<file path="src/rtl/mem_bus_pkg.sv">
// Bus encodings, FSM states and the tag builder shared by the memory-access stage.
// Tag layout is {rw, target, opcode}, with the opcode in the low bits.
package mem_bus_pkg;

  localparam logic       RW_READ    = 1'b1;
  localparam logic       RW_WRITE   = 1'b0;
  localparam logic [3:0] TGT_MEMORY = 4'h1;

  localparam int OP_MAX_W  = 32;
  localparam int TAG_MAX_W = 1 + 4 + OP_MAX_W;

  typedef enum logic [2:0] {IDLE, ADDR, DATA, WAIT, DONE, HOLD} state_e;

  // The opcode is passed zero-extended; op_w places the header directly above it.
  function automatic logic [TAG_MAX_W-1:0] build_tag(input logic                rw,
                                                     input logic [3:0]          tgt,
                                                     input logic [OP_MAX_W-1:0] op,
                                                     input int                  op_w);
    logic [TAG_MAX_W-1:0] hdr;
    hdr = TAG_MAX_W'({rw, tgt});
    return (hdr << op_w) | TAG_MAX_W'(op);
  endfunction

endpackage

</file>
<file path="src/rtl/mem_timeout_counter.sv">
// Response-wait counter: counts enabled cycles and flags the LIMIT-th one; LIMIT=0 never expires.
// Clear has priority over enable.
module mem_timeout_counter #(
  parameter int LIMIT = 0
) (
  input  logic clk,
  input  logic rst_n,
  input  logic i_en,
  input  logic i_clr,
  output logic o_expired
);

  localparam int CNT_W = (LIMIT > 1) ? $clog2(LIMIT) : 1;
  localparam int LAST  = (LIMIT > 0) ? LIMIT - 1 : 0;

  logic [CNT_W-1:0] r_count;

  always_ff @(posedge clk or negedge rst_n) begin
    if (!rst_n) begin
      r_count <= '0;
    end else if (i_clr) begin
      r_count <= '0;
    end else if (i_en) begin
      r_count <= r_count + CNT_W'(1);
    end
  end

  assign o_expired = (LIMIT != 0) && i_en && (r_count == CNT_W'(LAST));

endmodule

</file>
<file path="src/rtl/mem_access_unit.sv">
// Memory stage: one load (address beat + response) or posted store (address + data beat) per instruction.
// Result follows the last bus handshake by one DONE cycle; stall_out holds upstream while busy, wb_stall_in holds the result.
module mem_access_unit
  import mem_bus_pkg::*;
#(
  parameter int ADDR_W         = 64,
  parameter int DATA_W         = 64,
  parameter int OP_W           = 8,
  parameter int TAG_W          = 13,
  parameter int TIMEOUT_CYCLES = 0
) (
  input  logic              clk,
  input  logic              reset,
  input  logic              in_valid,
  input  logic              in_is_load,
  input  logic              in_is_store,
  input  logic [ADDR_W-1:0] in_addr,
  input  logic [DATA_W-1:0] in_store_data,
  input  logic [OP_W-1:0]   in_opcode,
  input  logic              in_flush,
  input  logic              wb_stall_in,
  output logic              stall_out,
  output logic              done_valid,
  output logic              mem_success,
  output logic [DATA_W-1:0] load_data,
  output logic              error_timeout,
  output logic              req_cyc,
  output logic [DATA_W-1:0] req,
  output logic [TAG_W-1:0]  req_tag,
  input  logic              req_ack,
  input  logic              resp_cyc,
  input  logic [DATA_W-1:0] resp,
  output logic              resp_ack
);

  state_e            r_state;
  logic              r_is_load;
  logic              r_discard;
  logic              r_ok;
  logic [DATA_W-1:0] r_store_data;
  logic              r_req_cyc;
  logic [DATA_W-1:0] r_req;
  logic [TAG_W-1:0]  r_req_tag;
  logic              r_resp_ack;
  logic              r_done_vld;
  logic              r_success;
  logic              r_err;
  logic [DATA_W-1:0] r_load_data;

  logic              w_is_mem;
  logic              w_accept;
  logic              w_expired;
  logic [TAG_W-1:0]  w_tag;

  assign w_is_mem = in_is_load | in_is_store;
  assign w_accept = (r_state == IDLE) && in_valid && !in_flush;
  assign w_tag    = TAG_W'(build_tag(in_is_load ? RW_READ : RW_WRITE, TGT_MEMORY,
                                     OP_MAX_W'(in_opcode), OP_W));

  assign stall_out = (r_state != IDLE) || (in_valid && w_is_mem && (r_state == IDLE));

  mem_timeout_counter #(
    .LIMIT(TIMEOUT_CYCLES)
  ) u_timeout (
    .clk      (clk),
    .rst_n    (reset),
    .i_en     (r_state == WAIT),
    .i_clr    (r_state != WAIT),
    .o_expired(w_expired)
  );

  always_ff @(posedge clk or negedge reset) begin
    if (!reset) begin
      r_state      <= IDLE;
      r_is_load    <= 1'b0;
      r_discard    <= 1'b0;
      r_ok         <= 1'b0;
      r_store_data <= '0;
      r_req_cyc    <= 1'b0;
      r_req        <= '0;
      r_req_tag    <= '0;
      r_resp_ack   <= 1'b0;
      r_done_vld   <= 1'b0;
      r_success    <= 1'b0;
      r_err        <= 1'b0;
      r_load_data  <= '0;
    end else begin
      r_done_vld <= 1'b0;
      r_success  <= 1'b0;
      r_resp_ack <= 1'b0;
      // A flush only marks the instruction; the bus beats already committed still finish.
      if ((r_state != IDLE) && in_flush) begin
        r_discard <= 1'b1;
      end
      case (r_state)
        IDLE: begin
          if (w_accept) begin
            r_discard    <= 1'b0;
            r_ok         <= 1'b1;
            r_load_data  <= '0;
            r_is_load    <= in_is_load;
            r_store_data <= in_store_data;
            if (w_is_mem) begin
              r_req_cyc <= 1'b1;
              r_req     <= DATA_W'(in_addr);
              r_req_tag <= w_tag;
              r_state   <= ADDR;
            end else if (!wb_stall_in) begin
              r_done_vld <= 1'b1;
              r_success  <= 1'b1;
            end else begin
              r_state <= HOLD;
            end
          end
        end
        ADDR: begin
          if (req_ack) begin
            if (r_is_load) begin
              r_req_cyc <= 1'b0;
              r_state   <= WAIT;
            end else begin
              r_req   <= r_store_data;
              r_state <= DATA;
            end
          end
        end
        DATA: begin
          if (req_ack) begin
            r_req_cyc <= 1'b0;
            r_state   <= DONE;
          end
        end
        WAIT: begin
          if (resp_cyc) begin
            r_load_data <= resp;
            r_resp_ack  <= 1'b1;
            r_state     <= DONE;
          end else if (w_expired) begin
            r_err   <= 1'b1;
            r_ok    <= 1'b0;
            r_state <= DONE;
          end
        end
        DONE, HOLD: begin
          if (r_discard || in_flush) begin
            r_state <= IDLE;
          end else if (!wb_stall_in) begin
            r_done_vld <= 1'b1;
            r_success  <= r_ok;
            r_state    <= IDLE;
          end
        end
        default: r_state <= IDLE;
      endcase
    end
  end

  assign done_valid    = r_done_vld;
  assign mem_success   = r_success;
  assign load_data     = r_load_data;
  assign error_timeout = r_err;
  assign req_cyc       = r_req_cyc;
  assign req           = r_req;
  assign req_tag       = r_req_tag;
  assign resp_ack      = r_resp_ack;

endmodule
</file>
<file path="config.mk">
export PLATFORM = sky130hd
export DESIGN_NAME = mem_access_unit
export DESIGN_NICKNAME = d
export VERILOG_FILES = /design/src/rtl/mem_bus_pkg.sv /design/src/rtl/mem_timeout_counter.sv /design/src/rtl/mem_access_unit.sv
export SDC_FILE = /design/constraint.sdc
export NUM_CORES = 1
export LEC_CHECK = 0
export ABC_AREA = 1
export CAP_MARGIN = 20
export CORE_UTILIZATION = 48
export DETAILED_ROUTE_END_ITERATION = 8
export PLACE_DENSITY = 0.85
export SYNTH_ARGS = -nofsm -noshare
export SYNTH_HDL_FRONTEND = slang
export SYNTH_SLANG_ARGS = --single-unit
</file>
<file path="constraint.sdc">
create_clock -name clk -period 4.9 [get_ports clk]
set_clock_uncertainty 0.05 [all_clocks]
set_input_delay 0.49 -clock clk [delete_from_list [all_inputs] [get_ports clk]]
set_output_delay 0.49 -clock clk [all_outputs]
set_load 0.01 [all_outputs]
</file>
==> impl_metrics.ini, run 1 <==
[drt]
vias_per_cell = 5.02
drtIter0Drc = 511
drc_errors = 0
routed_wl_um = 27100
wl_per_cell_um = 15.7
dr.pass1.iters = 5
final_antenna_net_count = 0
vias = 8658

[synthesis]
synth_compound_area_share_pct = 4.28
synth_top_area_share_pct = 58.0
yosys.area_share.simple_pct = 33.2
synth_xor_area_share_pct = 0
synth_top_family_by_area = simple AND/OR/NAND/NOR gates
netlist_area_um2 = 9140
synth-seq-area-share_pct = 58.0
synth_area_leaders = dfrtp_1, nand2_1, nand3_1
yosysWarnings = 0
postSynthCellCount = 1157
ys_ff_latch = 212
synth_top_area_cell = dfrtp_1
synth_cell_type_count = 20
yosys.area_share.adder_pct = 0
synthMuxAreaShare_pct = 0
syn_area_per_cell_um2 = 7.90

[sta]
maxSlewHeadroom_pct = 34.9
worstMarginPinSlew_ns = 0.977
min_period_ns = 2.81
slew_violations = 0
rsz0062_at_grt = no
hold_violations = 0
clock.fmax_mhz = 355
min_period_over_period_pct = 57.4
timing.setup.tns_ns = 0
setup_viol = 0

[global_route]
grt_first_pass_wirelength_um = 43400
grt_max_degree = 125
antenna_found_initial = 0
grt_pass1_vias = 8375
grt-ovfl-total = 0
grt_use_total_pct = 27.8

[pwr]
sw_frac_of_total_pct = 38.1
intPower_w = 0.00495
seq_power_share_pct = 36.2
ir_worst_vdd_v = 0.000335
leakagePower_nw = 6.56
p_clk_share_pct = 20.4
p_per_area_nw_per_um2 = 593
p_switching_w = 0.00304
combPwrFrac_pct = 43.3

[worst_setup_path]
reg2reg_depth = 9
r2r_slack_ns = 2.09
critical_path.cell_chain = nand2_1 > nor2_4 > buf_4 > inv_1 > nand2_1 > nand2_4 > buf_4 > nand2_1 > o21ai_1
crit_top_cell = nand2_1
critical_path_buf_inv_count = 3
cp-end-kind = register
critPathTopFamily = buffers and inverters
arrival_ns = 3.14
r2r-start = r_state[1]
worst_setup_path_start_kind = register
cp_slowest_stage_delay_ns = 0.53
r2r-end = load_data[52]
crit_type = reg2reg
cp_max_fo = 84
crit_required_ns = 5.23
slowest_stage = buf_4

[cts]
clock_sink_count = 212
path_clk_slew_ns = 0.06
cts.htree.levels = 1
post_cts_resized = 0
cts_setup_buffers = 0
clk_path_buf_depth = 3
cts_tree = yes
root_buffer = clkbuf_16
clock_latency_ns = 0.50
holdBufCountCts = 0
cts_buffers = 23

[finish]
mostFrequentLayoutCells = nand2_1, clkdlybuf4s50_1, dfrtp_1
nets = 1684
final_cells = 1724
drive_above_1_share_pct = 3.83
area_growth_syn_to_layout_pct = 47.4
diodes = 0
final_common_cell = nand2_1
fin_util_pct = 72.1

[floorplan]
start_util_pct = 48.9
ios = 356
core_um2 = 18700
dieArea_um2 = 19600
die_y_um = 140
rows = 50
die_x_um = 140

[place]
portBuffers = 351
place_inst = 1683
dp_hpwl_um = 18000
gp_congestion = 0.873

[status]
status = complete, no violations

[hold_path]
hold_class = in2async

[flow_run]
drv_cap = 0
## metal layers
metal  part of all wire, %  global-route usage [%]  vias to the layer above
li1                      -                       -                     4209
met1                    41                    35.6                     4032
met2                    50                    47.9                      346
met3                   5.9                    4.17                       71
met4                   3.1                    10.2                        0
met5                     0                       0                        -
## power groups by stage
stage | Clock, W | Sequential (W) | Combinational (W)
4_1_cts | 0.00165 | 0.00288 | 0.00347
3_5_place_dp | 0 | 0.00289 | 0.00344
3_3_place_gp | 0 | 0.00288 | 0.00335
5_1_grt | 0.00173 | 0.00297 | 0.00383
2_1_floorplan | 0 | 0.00305 | 0.00170
6_report | 0.00163 | 0.00289 | 0.00346
## worst max path at each step
| stage | start | endpoint | slack, ns | cells past startpoint |
|---|---|---|---|---|
| 6_report | r_state[1] | load_data[52] | 2.09 | 9 |
| 5_1_grt | r_state[1] | load_data[45] | 1.73 | 9 |
| 4_1_cts | r_state[1] | load_data[52] | 2.08 | 9 |
| 3_5_place_dp | in_valid | r_store_data[23] | 1.87 | 7 |
| 3_3_place_gp | in_valid | r_store_data[63] | 1.96 | 7 |
| 2_1_floorplan | r_state[2] | req[13] | 3.32 | 8 |
## sequential cells by signal (all words and copies together) (netlist names)
name,count
done_valid,1
r_store_data,64
r_state,3
req_tag,10
resp_ack,1
r_ok,1
req,64
r_discard,1
load_data,64
req_cyc,1
mem_success,1
r_is_load,1
## metrics by stage
step / hold slack, ns / area (um2) / setup slack, ns / total power (W)
after floorplan: 0.144 / 9160 / 3.32 / 0.00476
after global placement: 0.392 / 12700 / 1.96 / 0.00623
after detailed placement: 0.394 / 12700 / 1.87 / 0.00634
after CTS: 0.137 / 13500 / 2.08 / 0.00801
after global routing: 0.182 / 13500 / 1.73 / 0.00853
final: 0.102 / 13500 / 2.09 / 0.00799
## cells in the mapped netlist
cell	instances
nor2_1	10
clkbuf_1	26
o21ai_1	64
buf_4	5
nor3_1	1
inv_1	16
o21ai_2	1
nand3_1	74
buf_1	2
o21ai_0	11
buf_2	39
nor2_4	2
o31ai_1	1
inv_2	3
nand4_1	1
nand2_1	684
nand2_2	3
dfrtp_1	212
or2_1	1
conb_1	1
## cells by family after synthesis
| family | Yosys count |
|---|---|
| flops | 212 |
| buf+inv | 91 |
| compound gates | 77 |
| other cells | 1 |
| simple gates | 776 |
## final cells by class
class / instances / area [um2]
multi-input combinational: 857 / 3470
inverter: 19 / 71.3
timing repair buffer: 362 / 3630
fill: 1416 / 5230
clock inverter: 4 / 23.8
tap: 234 / 293
sequential: 212 / 5310
clock buffer: 36 / 684
## worst register-to-register path: cells and delay by family, from the launching register on
family | cells | cell delay [ns]
AOI/OAI and AO/OA | 1 | 0.07
buffers and inverters | 3 | 1.18
DFF | 1 | 0.48
and+or+nand+nor | 5 | 0.91
Note: power is estimated with default switching activity, not from simulation.
==> inputs of run 2 (changes only) <==
--- a/config.mk
+++ b/config.mk
@@ -7,9 +7,9 @@
 export LEC_CHECK = 0
 export ABC_AREA = 1
 export CAP_MARGIN = 20
-export CORE_UTILIZATION = 48
+export CORE_UTILIZATION = 44
 export DETAILED_ROUTE_END_ITERATION = 8
-export PLACE_DENSITY = 0.85
+export PLACE_DENSITY = 0.79
 export SYNTH_ARGS = -nofsm -noshare
 export SYNTH_HDL_FRONTEND = slang
 export SYNTH_SLANG_ARGS = --single-unit
==> constraint.sdc (replaced) <==
create_clock -name clk -period 2.7 [get_ports clk]
set_clock_uncertainty 0.05 [all_clocks]
set_input_delay 0.27 -clock clk [delete_from_list [all_inputs] [get_ports clk]]
set_output_delay 0.27 -clock clk [all_outputs]
set_load 0.01 [all_outputs]
==> run 2 against run 1 <==
  * Die area up 9.0%
  * Wire length up 2.6%
  * Clock-buffer cell count down 2
  * Final cell count up 2.8%
  * Sequential cell count unchanged
  * Critical path depth down 4
  * Sequential power up 82%
  * Non-clock buffer count up 11
  * Cell area up 2.1%
  * Critical path type is now reg2out
  * Critical endpoint is now stall_out
  * Largest cell class unchanged
==> impl_metrics.ini, run 2 (synthesized netlist as in run 1, its figures left out) <==
[status]
status = complete, no violations

[finish]
area_growth_syn_to_layout_pct = 50.4
final_common_cell = nand2_1
drive_above_1_share_pct = 4.73
fin_util_pct = 67.8
mostFrequentLayoutCells = nand2_1, clkdlybuf4s50_1, dfrtp_1
nets = 1696
final_cells = 1773

[global_route]
grt_use_total_pct = 26.0
grt_max_degree = 74
antenna_found_initial = 1
grt_first_pass_wirelength_um = 44600
grt_pass1_vias = 8522
grt-ovfl-total = 0

[place]
place_ws_ns = 0.527
place_inst = 1730
dp_hpwl_um = 19200
portBuffers = 351
gp_congestion = 0.836

[sta]
timing.setup.tns_ns = 0
maxSlewHeadroom_pct = 49.5
worstMarginPinSlew_ns = 0.757
setup_viol = 0
min_period_over_period_pct = 86.6
min_period_ns = 2.34
slew_violations = 0
layout_setup_ws_ns = 0.361
clock.fmax_mhz = 428
hold_violations = 0
rsz0062_at_grt = no

[worst_setup_path]
crit_required_ns = 2.38
cp_max_fo = 7
cp-end-kind = primary output
critical_path.cell_chain = nor2_4 > nand2_2 > inv_1 > nand2_1 > clkdlybuf4s50_1
cp_slowest_stage_delay_ns = 0.49
slowest_stage = dfrtp_1
arrival_ns = 2.02
worst_setup_path_start_kind = register
crit_type = reg2out
reg2reg_depth = 8

[drt]
dr.pass1.iters = 5
drc_errors = 0
drtIter0Drc = 483
routed_wl_um = 27800
wl_per_cell_um = 15.7
vias_per_cell = 4.91
final_antenna_net_count = 0
vias = 8707

[cts]
post_cts_resized = 0
cts.htree.levels = 1
root_buffer = clkbuf_16
clock_latency_ns = 0.51
cts_buffers = 24
clock_sink_count = 212
path_clk_slew_ns = 0.06
cts_tree = yes
clk_path_buf_depth = 3

[pwr]
p_per_area_nw_per_um2 = 1090
power.total_w = 0.0150
leakagePower_nw = 6.67
ir_worst_vdd_v = 0.000755

[floorplan]
die_x_um = 146
start_util_pct = 45.0
core_um2 = 20300
dieArea_um2 = 21400
ios = 356
rows = 52
die_y_um = 146

[hold_path]
worstHoldPathCells = 3
hold_class = in2reg

[flow_run]
drv_cap = 0
[run 2: cell types whose count changed in the layout (fill, tap and decap cells not counted), sizes merged]
cell         previous run  this run
buf                    11        21
clkbuf                 37        35
clkinv                  3         4
dlygate4sd3             0         1
diode                   0         1
inv                    20        19
bufinv                  0         3
[run 2: power breakdown]
part,switching (W),internal (W)
registers,0.000766,0.00449
clock network,0.00127,0.00210
logic,0.00356,0.00285
total,0.00560,0.00944
[run 2: cell type report]
cell class                      instances  area (um2)
Tap cell                              270         338
Sequential cell                       212        5310
Inverter                               19        71.3
Fill cell                            1699        6540
Multi-Input combinational cell        857        3470
Antenna cell                            1        2.50
Clock buffer                           34         709
Timing Repair Buffer                  373        3750
Clock inverter                          7         114
[run 2: metal layers]
layer / up-vias / global-route usage (%) / wire length (um)
met5: - / 0 / 0
li1: 4243 / - / -
met1: 4084 / 33.3 / 11300
met4: 0 / 11.4 / 1260
met2: 297 / 44.1 / 13700
met3: 83 / 3.69 / 1550
[run 2: worst max-delay path, delay by kind of cell (launching register included)]
kind / cells / cell delay, ns
buffers and inverters: 2 / 0.63
DFF: 1 / 0.49
and+or+nand+nor: 3 / 0.41
[run 2: timing repair]
| action | CTS | global route |
|---|---|---|
| hold buffers | 1 | 0 |
| buffers inserted | 0 | 0 |
| endpoints found under the hold margin | 69 | 0 |
[run 2: metrics by stage]
step,hold WS (ns),cell area [um2]
CTS,0.230,13800
global route,0.245,13800
global placement,0.300,12900
finish,0.248,13800
floorplan,-0.0756,9160
detailed placement,0.302,12900
[run 2: final timing paths]
path / end / start / slack [ns]
worst max-delay path: stall_out / r_state[2] / 0.36
min in group asynchronous: load_data[49] / reset / 0.32
worst min-delay path: req_tag[6] / in_opcode[6] / 0.25
worst max register to register: req[28] / r_state[2] / 0.63
worst min register to register: r_ok / r_ok / 0.41
max in group asynchronous: r_discard / reset / 1.56
==> inputs of run 3 (changes only) <==
==> constraint.sdc (replaced) <==
create_clock -name clk -period 2.5 [get_ports clk]
set_clock_uncertainty 0.05 [all_clocks]
set_input_delay 0.25 -clock clk [delete_from_list [all_inputs] [get_ports clk]]
set_output_delay 0.25 -clock clk [all_outputs]
set_load 0.01 [all_outputs]
==> run 3 against run 2 <==
  * Critical path type unchanged
  * Clock power is 3% higher
  * Critical path depth stayed put
  * Wire length is 2.7% higher
  * Largest cell class unchanged
==> impl_metrics.ini, run 3 (synthesized netlist as in run 1, its figures left out) <==
[place]
portBuffers = 351
dp_hpwl_um = 19200
gp_congestion = 0.856
place_inst = 1732

[global_route]
grt_use_total_pct = 26.8
grt_pass1_vias = 8615
antenna_found_initial = 2
grt_first_pass_wirelength_um = 45800
grt_max_degree = 71
grt-ovfl-total = 0

[sta]
timing.setup.tns_ns = 0
worstMarginPinSlew_ns = 0.680
slew_violations = 0
setup_viol = 0
min_period_over_period_pct = 94.2
rsz0062_at_grt = no
min_period_ns = 2.36
hold_ws_ns = 0.226
clock.fmax_mhz = 425
maxSlewHeadroom_pct = 54.6
hold_violations = 0

[drt]
dr.pass1.iters = 5
wl_met2_um = 14000
wl_met3_um = 1830
routed_wl_um = 28600
final_antenna_net_count = 0
drc_errors = 0
m1WireLength_um = 11500
vias_per_cell = 4.93
wl_per_cell_um = 16.1
routed.top_layer = met4
vias = 8754
drtIter0Drc = 508

[finish]
multiInputGateArea_um2 = 3470
nets = 1698
final_common_cell = nand2_1
final-seq-area_um2 = 5310
final_cells = 1777
mostFrequentLayoutCells = nand2_1, clkdlybuf4s50_1, dfrtp_1
fillers = 1638
area_growth_syn_to_layout_pct = 50.3
drive_above_1_share_pct = 4.65
fin_util_pct = 67.7

[worst_setup_path]
crit_start = r_state[2]
arrival_ns = 2.06
cp_slowest_stage_delay_ns = 0.49
cp-end-kind = primary output
slowest_stage = dfrtp_1
crit_required_ns = 2.20
r2r-start = r_state[2]
critical_path_buf_inv_count = 2
critical_path.cell_chain = nor2_4 > nand2_2 > inv_1 > nand2_1 > clkdlybuf4s50_1
cp_max_fo = 7
crit_type = reg2out
critPathTopFamily = buffers and inverters
worst_setup_path_start_kind = register

[cts]
cts.htree.levels = 1
clock_latency_ns = 0.51
cts_buffers = 24
path_clk_slew_ns = 0.06
cts_tree = yes
root_buffer = clkbuf_16
clk_path_buf_depth = 3
clock_sink_count = 212
post_cts_resized = 0

[floorplan]
ios = 356
die_x_um = 146
core_um2 = 20300
rows = 52
dieArea_um2 = 21400
start_util_pct = 45.0
die_y_um = 146

[pwr]
ir_worst_vdd_v = 0.000568
leakagePower_nw = 6.67
p_per_area_nw_per_um2 = 1180

[hold_path]
hold_class = in2async

[flow_run]
drv_cap = 0

[status]
status = complete, no violations
## run 3: cell count changes in the layout (fill, tap and decap cells not counted)
cell and delta:
clkinv_2 -1, bufinv_16 -2, clkbuf_1 +4, clkbuf_8 +1, diode_2 +1, clkinv_4 -1
buf_12 +1, buf_4 +1
## run 3: routing by layer
metal | vias to the layer above | GRT usage, %
li1 | 4242 | -
met2 | 338 | 44.0
met1 | 4103 | 34.9
met4 | 0 | 12.4
met5 | - | 0
met3 | 71 | 4.34
## run 3: cell type report
type / instances / share of cell area [%]
antenna: 2 / 0.0364
clock inverter: 3 / 0.291
tap: 270 / 2.46
multi-input combinational: 857 / 25.2
clock buffer: 39 / 5.37
timing repair buffer: 375 / 27.5
inverter: 19 / 0.519
sequential: 212 / 38.6
## run 3: final timing paths
check,slack [ns],to,cells past startpoint
max in group asynchronous,1.31,load_data[29],3
min reg2reg,0.42,r_ok,2
max,0.14,stall_out,5
min in group clk,0.23,r_store_data[14],3
min,0.23,load_data[51],2
max reg2reg,0.52,r_store_data[8],8
## run 3: timing repair
item	4_1_cts	5_1_grt
buffers inserted	0	0
hold buffers	1	0
endpoints found under the hold margin	59	0
## run 3: power by group
part	internal [W]	switching [W]	total, W
Combinational	0.00311	0.00389	0.00700
Sequential	0.00485	0.000830	0.00568
Clock	0.00210	0.00137	0.00348
## run 3: metrics by stage
stage	power, W	area [um2]	worst slack, ns
final	0.0162	13700	0.145
after global routing	0.0173	13700	0.0376
after CTS	0.0163	13700	0.146
after detailed placement	0.0127	12900	0.404
after global placement	0.0125	12900	0.466
after floorplan	0.00933	9160	0.924
